File: src/rtl/pwm_ramp_controller.sv
// Ramps a PWM generator's duty cycle toward a commanded target, one fixed step
// every N generator periods, reloading the period at the start of each ramp.
module pwm_ramp_controller #(
  parameter int WIDTH  = 8,
  parameter int IWIDTH = 8
) (
  input  logic              clk,
  input  logic              reset,
  input  logic              cmd_valid,
  output logic              cmd_ready,
  input  logic [WIDTH-1:0]  cmd_period,
  input  logic [WIDTH-1:0]  cmd_duty,
  input  logic [WIDTH-1:0]  cmd_step,
  input  logic [IWIDTH-1:0] cmd_interval,
  input  logic              abort,
  input  logic              period_start,
  output logic              update_parameters,
  output logic [WIDTH-1:0]  pwm_period,
  output logic [WIDTH-1:0]  pwm_duty_cycle,
  output logic              busy,
  output logic              done
);

  typedef enum logic [2:0] {
    S_IDLE = 3'd0,
    S_LOAD = 3'd1,
    S_WAIT = 3'd2,
    S_STEP = 3'd3,
    S_DONE = 3'd4
  } state_e;

  localparam logic [WIDTH-1:0]  ONE_W = WIDTH'(1);
  localparam logic [IWIDTH-1:0] ONE_I = IWIDTH'(1);

  state_e            state_q, state_d;
  logic [WIDTH-1:0]  tgt_q, tgt_d;
  logic [WIDTH-1:0]  stp_q, stp_d;
  logic [IWIDTH-1:0] ivl_q, ivl_d;
  logic [IWIDTH-1:0] cnt_q, cnt_d;
  logic [WIDTH-1:0]  period_q, period_d;
  logic [WIDTH-1:0]  duty_q, duty_d;
  logic              update_q, update_d;
  logic              done_q, done_d;
  logic              ready_q, ready_d;
  logic              busy_q, busy_d;

  logic [WIDTH:0]    sum_up;
  logic [WIDTH:0]    lim_dn;
  logic [WIDTH-1:0]  step_duty;
  logic [IWIDTH:0]   cnt_next;

  // Next duty for a step, computed one bit wider so it can neither wrap nor pass the target
  always_comb begin
    sum_up    = {1'b0, duty_q} + {1'b0, stp_q};
    lim_dn    = {1'b0, tgt_q} + {1'b0, stp_q};
    cnt_next  = {1'b0, cnt_q} + {1'b0, ONE_I};
    step_duty = duty_q;
    if (duty_q < tgt_q) begin
      if (sum_up >= {1'b0, tgt_q}) begin
        step_duty = tgt_q;
      end else begin
        step_duty = sum_up[WIDTH-1:0];
      end
    end else begin
      if ({1'b0, duty_q} <= lim_dn) begin
        step_duty = tgt_q;
      end else begin
        step_duty = duty_q - stp_q;
      end
    end
  end

  // State transitions; outputs are computed on entry so they are registered for the state they belong to
  always_comb begin
    state_d  = state_q;
    tgt_d    = tgt_q;
    stp_d    = stp_q;
    ivl_d    = ivl_q;
    cnt_d    = cnt_q;
    period_d = period_q;
    duty_d   = duty_q;
    update_d = 1'b0;
    done_d   = 1'b0;
    case (state_q)
      S_IDLE: begin
        if (cmd_valid && ready_q) begin
          tgt_d    = (cmd_duty < cmd_period) ? cmd_duty : cmd_period;
          stp_d    = (cmd_step == '0) ? ONE_W : cmd_step;
          ivl_d    = (cmd_interval == '0) ? ONE_I : cmd_interval;
          period_d = cmd_period;
          duty_d   = (duty_q < cmd_period) ? duty_q : cmd_period;
          update_d = 1'b1;
          cnt_d    = '0;
          state_d  = S_LOAD;
        end else begin
          state_d = S_IDLE;
        end
      end
      S_LOAD, S_STEP: begin
        if (abort) begin
          state_d = S_IDLE;
        end else if (duty_q == tgt_q) begin
          done_d  = 1'b1;
          state_d = S_DONE;
        end else begin
          state_d = S_WAIT;
        end
      end
      S_WAIT: begin
        if (abort) begin
          state_d = S_IDLE;
        end else if (period_start) begin
          if (cnt_next >= {1'b0, ivl_q}) begin
            duty_d   = step_duty;
            update_d = 1'b1;
            cnt_d    = '0;
            state_d  = S_STEP;
          end else begin
            cnt_d = cnt_next[IWIDTH-1:0];
          end
        end else begin
          state_d = S_WAIT;
        end
      end
      S_DONE: begin
        state_d = S_IDLE;
      end
      default: begin
        state_d = S_IDLE;
      end
    endcase
    ready_d = (state_d == S_IDLE);
    busy_d  = (state_d != S_IDLE);
  end

  // State and output registers
  always_ff @(posedge clk or negedge reset) begin
    if (!reset) begin
      state_q  <= S_IDLE;
      tgt_q    <= '0;
      stp_q    <= '0;
      ivl_q    <= '0;
      cnt_q    <= '0;
      period_q <= '0;
      duty_q   <= '0;
      update_q <= 1'b0;
      done_q   <= 1'b0;
      ready_q  <= 1'b1;
      busy_q   <= 1'b0;
    end else begin
      state_q  <= state_d;
      tgt_q    <= tgt_d;
      stp_q    <= stp_d;
      ivl_q    <= ivl_d;
      cnt_q    <= cnt_d;
      period_q <= period_d;
      duty_q   <= duty_d;
      update_q <= update_d;
      done_q   <= done_d;
      ready_q  <= ready_d;
      busy_q   <= busy_d;
    end
  end

  assign cmd_ready         = ready_q;
  assign busy              = busy_q;
  assign done              = done_q;
  assign update_parameters = update_q;
  assign pwm_period        = period_q;
  assign pwm_duty_cycle    = duty_q;

endmodule

File: config.mk
export PLATFORM = sky130hd
export DESIGN_NAME = pwm_ramp_controller
export DESIGN_NICKNAME = d
export VERILOG_FILES = /design/src/rtl/pwm_ramp_controller.sv
export SDC_FILE = /design/constraint.sdc
export NUM_CORES = 1
export LEC_CHECK = 0
export ABC_CLOCK_PERIOD_IN_PS = 4400
export CORE_MARGIN = 2
export CORE_UTILIZATION = 45
export CTS_CLUSTER_SIZE = 20
export DETAILED_ROUTE_END_ITERATION = 7
export HOLD_SLACK_MARGIN = 0.06
export PLACE_DENSITY = 0.67
export SYNTH_ARGS = -nofsm -noshare
export SYNTH_HDL_FRONTEND = slang
export SYNTH_SLANG_ARGS = --single-unit
File: constraint.sdc
create_clock -name clk -period 4.4 [get_ports clk]
set_clock_uncertainty 0.15 [all_clocks]
set_input_delay 0.88 -clock clk [delete_from_list [all_inputs] [get_ports clk]]
set_output_delay 0.88 -clock clk [all_outputs]
set_load 0.02 [all_outputs]
**Word-level counts from Yosys, hierarchy flattened**

Cells that the tools add are included.

- $mul: 0
- $lt $le $gt $ge: 6
- $add $sub $neg: 4
- Bitwise logic cells: 0
- Reduce and logical (&&, ||, !) cells: 11
- Multiplexer cells: 32
- Shift operators: 0
- Equal/unequal tests: 9
- Div/mod/pow operators: 0

Operators by type and width:

| cell | number |
|---|---|
| $mux 8 | 15 |
| $pmux 8 s2 | 2 |
| $lt 8x8->1 | 3 |
| $add 8x8->9 | 2 |
| $ge 9x8->1 | 2 |
| $logic_not 8->1 | 2 |
| $mux 3 | 5 |
| $ne 2x2->1 const B | 5 |
| $add 8x1->9 const B | 1 |
| $le 8x9->1 | 1 |
| $pmux 3 s3 | 1 |
| $eq 8x8->1 | 1 |
| $mux 1 | 8 |
| $sub 8x8->8 | 1 |
| $eq 3x2->1 const B | 2 |
| $logic_not 3->1 | 2 |
| $reduce_and 6->1 | 1 |
| $reduce_and 4->1 | 1 |
| $eq 3x1->1 const B | 1 |
| $reduce_bool 3->1 | 1 |
| $pmux 1 s2 | 1 |
| $reduce_and 2->1 | 1 |
| $reduce_bool 2->1 | 1 |
| $reduce_or 2->1 | 1 |
| $logic_and 1x1->1 | 1 |

- Input bits: 37
- Bits in latches: 0
- Word-level logic and storage cells: 73
- Bits in writable memories: 0
- Memories kept: 0
- Register bits after elaboration: 55
- Bits in read-only memories: 0

**Logic depth before layout (Yosys ltp)**

- Word-level depth: 8
- Depth in mapped cells: 17

**Worst setup path after synthesis**

OpenSTA, ideal clock, no wires.

- Path kind: register to register
- Start: register duty_q[0], in the netlist pwm_duty_cycle[0]
- End: register duty_q[6], in the netlist pwm_duty_cycle[6]
- Buffers on the path: 0
- Path slack: 664 ps
- Library setup time: 110 ps
- Required time: 4140 ps
- Cell stages (with the launch flop): 15
- Arrival time: 3476 ps
- Path through: dfrtp_1 -> ha_1 -> fa_1 -> nor2b_1 -> o211a_1 -> o311ai_1 -> inv_1 -> ha_1 -> o21ai_1 -> a21oi_1 -> or3_1 -> a221oi_1 -> a211oi_1 -> a31o_1 -> o41ai_1

- Word-level cells in the longest chain between the ends: 8
- Elaborated cells between the ends (all ways): 15
- Classes of those cells: 2 x add/sub; 4 x order compare; 1 x eq/ne; 7 x mux; 1 x reduce/logical

Ends and longest elaborated chain:

| item | RTL line | text |
|---|---|---|
| start: declaration | 41 | `logic [WIDTH-1:0] duty_q, duty_d;` |
| start signal: assignment | 157 | `duty_q <= duty_d;` |
| $add 8x8->9 | 54 | `sum_up = {1'b0, duty_q} + {1'b0, stp_q};` |
| $ge 9x8->1 | 59 | `if (sum_up >= {1'b0, tgt_q}) begin` |
| $mux 8 | 59 |  |
| $mux 8 | 58 | `if (duty_q < tgt_q) begin` |
| $mux 8 | 113 | `if (cnt_next >= {1'b0, ivl_q}) begin` |
| $mux 8 | 112 | `end else if (period_start) begin` |
| $mux 8 | 110 | `if (abort) begin` |
| $pmux 8 s2 | 84 | `case (state_q)` |

Several ways; a longest one is shown, not always the timed one. The select of a mux whose other input is x is not followed.
A chain may end at the register's enable or synchronous reset.

**Worst setup path in the final report**

- Start: register tgt_q[0]
- End: register duty_q[0], in the netlist pwm_duty_cycle[0]

- Word-level cells in the longest chain between the ends: 8
- Elaborated cells between the ends (all ways): 11
- Classes of those cells: 1 x add/sub; 3 x order compare; 7 x mux

Ends and longest elaborated chain:

| item | RTL line | text |
|---|---|---|
| start: declaration | 36 | `logic [WIDTH-1:0] tgt_q, tgt_d;` |
| start signal: assignment | 152 | `tgt_q <= tgt_d;` |
| $add 8x8->9 | 55 | `lim_dn = {1'b0, tgt_q} + {1'b0, stp_q};` |
| $le 8x9->1 | 65 | `if ({1'b0, duty_q} <= lim_dn) begin` |
| $mux 8 | 65 |  |
| $mux 8 (*) | 58 |  |
| $mux 8 (*) | 113 |  |
| $mux 8 (*) | 112 |  |
| $mux 8 (*) | 110 |  |
| $pmux 8 s2 (*) | 84 |  |

Mark *: on every way between the ends. The rest lies on a longest branch, timed or not. The select of a mux whose other input is x is not followed.

==> impl_metrics.py <==
metrics = {
    "outcome": {
        "outcome": "finished clean",
    },
    "critical_path": {
        "worst-endpoint-arrival_ns": 4.17,
        "crit_type": "flip-flop to flip-flop",
        "cpPeakStageDelay_ns": 0.45,
        "worstRegToRegCells": 14,
        "cp_cell_sequence": "ha_1 -> fa_1 -> a211oi_1 -> o21bai_1 -> a21oi_1 -> xor2_1 -> ha_1 -> a21oi_1 -> o21ai_1 -> a221o_1 -> o2111a_1 -> a21oi_2 -> mux2i_1 -> o221ai_1",
        "slowest_stage": "dfrtp_1",
        "cp.required_ns": 4.44,
        "worstPathMaxFanout": 10,
        "worst_setup_path_start_kind": "flip-flop",
        "critical_path.endpoint_type": "flip-flop",
    },
    "drt": {
        "routed_via_density": 5.57,
        "drcViolationCount": 0,
        "via_count": 3892,
        "post_drt_wl_per_cell_um": 16.5,
        "initial_drt_pass_iterations": 4,
        "finalWirelength_um": 11500,
        "drt_iter0_drc": 152,
        "route.antenna.remaining_nets": 0,
    },
    "cts": {
        "post_cts_sizing": 0,
        "h-tree-depth": 2,
        "clock-sinks": 55,
        "path_clk_slew_ns": 0.10,
        "cts_tree": "done",
        "cts_made_buffers": 5,
        "clockBufferDepth": 2,
        "worstSkewPairLatency_ns": 0.32,
        "cts_hold_buf": 0,
        "post_cts_buffers": 0,
        "clock-root-buffer": "clkbuf_8",
    },
    "synthesis": {
        "synthesis.area_um2": 4460,
        "synth.ff_latch_count": 55,
        "postSynthNetCount": 621,
        "post_synth_inst_count": 511,
        "synthArstFlopShare": 1.00,
        "synth.avg_cell_area_um2": 8.73,
        "post_synth_num_cell_types": 58,
        "post_synth_most_frequent_cells": "ha_1, nand2_1, dfrtp_1",
        "synth_top_area_cell": "dfrtp_1",
        "synth.top_cells.by_area": "dfrtp_1, ha_1, nand2_1",
        "yosysWarningCount": 0,
        "number_of_flops_mapped_to_enable_cells_by_yosys": 0,
        "yosys.cell_count.top_type": "ha_1",
        "synth-seq-area-share": 0.309,
        "synth.top_cell.area_share": 0.303,
        "synth_ff_type": "dfrtp_1",
    },
    "final_layout": {
        "post-route-util": 0.546,
        "nFillCells": 882,
        "seq_area_um2": 1380,
        "fin_area_um2": 5290,
        "syn_to_final_growth_pct": 18.5,
        "n_antenna_cell": 0,
        "final_net_count": 675,
        "final_layout_size_suffix_gt1_frac": 0.0336,
        "multi_input_comb_area_um2": 2860,
    },
    "pwr": {
        "vdd_ir_drop_max_mv": 0.335,
        "power_leakage_nw": 2.55,
        "power.total_mw": 4.69,
        "pwr_density_cell_nw_per_um2": 886,
    },
    "global_routing": {
        "grt.overflow.total": 0,
        "grt_max_degree": 35,
        "grt_first_pass_wirelength_um": 19300,
        "gr_util_all_layers": 0.221,
        "grt_pass1_vias": 3886,
        "number_of_antenna_violations_at_the_first_check_in_global_routing": 0,
    },
    "timing": {
        "timing.final.setup_violations": 0,
        "ratio_of_final_minimum_period_to_clock_period": 0.939,
        "final.setup.tns_ns": 0,
        "final-max-slew-violation-count": 0,
        "hold_viol_final": 0,
        "timing_worst_slew_pin_value_ns": 0.750,
        "period_minus_slack_ns": 4.13,
        "final.setup.worst_slack_ns": 0.270,
        "slew-limit-headroom": 0.500,
        "clock.fmax_mhz": 242,
        "unrepaired_setup_endpoints_after_global_routing": "no",
    },
    "placement": {
        "post_placement_cell_area_um2": 5150,
        "placement.io_buffers": 56,
        "place_worst_setup_slack_ns": 0.345,
        "detailed_place_hpwl_um": 9170,
        "gp_routability_congestion": 0.991,
    },
    "die": {
        "cell_rows": 36,
        "floorplan.initialDensity": 0.461,
        "die_w_um": 104,
        "die_y_um": 104,
        "boundaryPins": 57,
        "core_um2": 9680,
        "fp.dieArea_um2": 10700,
    },
    "hold_path": {
        "min_path_type": "flip-flop to flip-flop",
        "whs_path_cells": 2,
    },
    "flow_run": {
        "max_cap_violations": 0,
    },
}
## report_power, final
group / internal, mW / switching (mW)
Sequential: 0.709 / 0.261
Clock: 0.227 / 0.179
Combinational: 1.41 / 1.90
## registers in the layout, summed over array words and instances, names as in the netlist, 3 cells and up
name / flops
cnt_q: 8
ivl_q: 8
pwm_duty_cycle: 8
pwm_period: 8
stp_q: 8
tgt_q: 8
state_q: 3
## stage by stage
step	hold slack, ns	instances
floorplan	0.306	511
global route	0.396	699
global placement	0.307	691
CTS	0.345	699
detailed placement	0.322	691
finish	0.343	699
## layout make-up
cell class | count | area share
inverters | 45 | 0.0319
flip-flops and latches | 55 | 0.260
clock buffers | 5 | 0.0130
well taps | 133 | 0.0315
clock inverters | 3 | 0.0128
repair buffers | 60 | 0.111
multi-input cells | 398 | 0.540
## per-layer routing
layer	global-route usage	vias up	part of all wire
met5	0	-	0
met4	0.0627	0	0.011
met3	0.0302	10	0.048
met2	0.353	109	0.46
met1	0.313	1849	0.48
li1	-	1924	-
## layout by cell type (no fill, tap or decap), drive strengths merged, types with 3 or more instances in the layout
| master | n |
|---|---|
| clkdlybuf4s50 | 55 |
| nor2b | 6 |
| o21a | 3 |
| or3 | 4 |
| a211oi | 7 |
| nand3 | 11 |
| a221oi | 5 |
| o2111ai | 3 |
| nand2b | 8 |
| mux2i | 15 |
| dfrtp | 54 |
| xor2 | 8 |
| or2 | 3 |
| a21o | 4 |
| o31ai | 3 |
| o21bai | 4 |
| nor3 | 12 |
| inv | 45 |
| a22o | 3 |
| fa | 3 |
| and2 | 3 |
| nand2 | 68 |
| o21ai | 51 |
| buf | 5 |
| ha | 70 |
| xnor2 | 16 |
| nor2 | 24 |
| nor4 | 3 |
| clkbuf | 5 |
| a21oi | 34 |
## worst paths after layout
check	start	slack [ns]	endpoint
max	tgt_q[0]$_DFFE_PN0P_	0.27	pwm_duty_cycle[0]$_DFFE_PN0P_
min	pwm_period[0]$_DFFE_PN0P_	0.34	pwm_period[0]$_DFFE_PN0P_
max reg2reg	tgt_q[0]$_DFFE_PN0P_	0.27	pwm_duty_cycle[0]$_DFFE_PN0P_
min reg2reg	pwm_period[0]$_DFFE_PN0P_	0.34	pwm_period[0]$_DFFE_PN0P_
max in group asynchronous	reset	2.78	pwm_duty_cycle[0]$_DFFE_PN0P_
min in group asynchronous	reset	0.46	ivl_q[3]$_DFFE_PN0P_
## kinds of logic (layout without fill, tap and decap cells)
group | Yosys count | count (layout) | synth area share
xor+xnor | 24 | 24 | 0.0471
compound gates | 137 | 137 | 0.196
fa+ha+maj | 73 | 73 | 0.210
simple gates | 149 | 149 | 0.154
mux | 15 | 15 | 0.0336
flops | 55 | 55 | 0.309
buf+inv | 58 | 113 | 0.0516
## critical path: cells and delay by family (launching register included)
kind	cells	cell delay [ns]
AOI/OAI and AO/OA	9	2.03
DFF	1	0.45
muxes	1	0.23
xor gates and xnor gates	1	0.17
adders and majority gates	3	0.98
(Power assumes the default switching activity.)
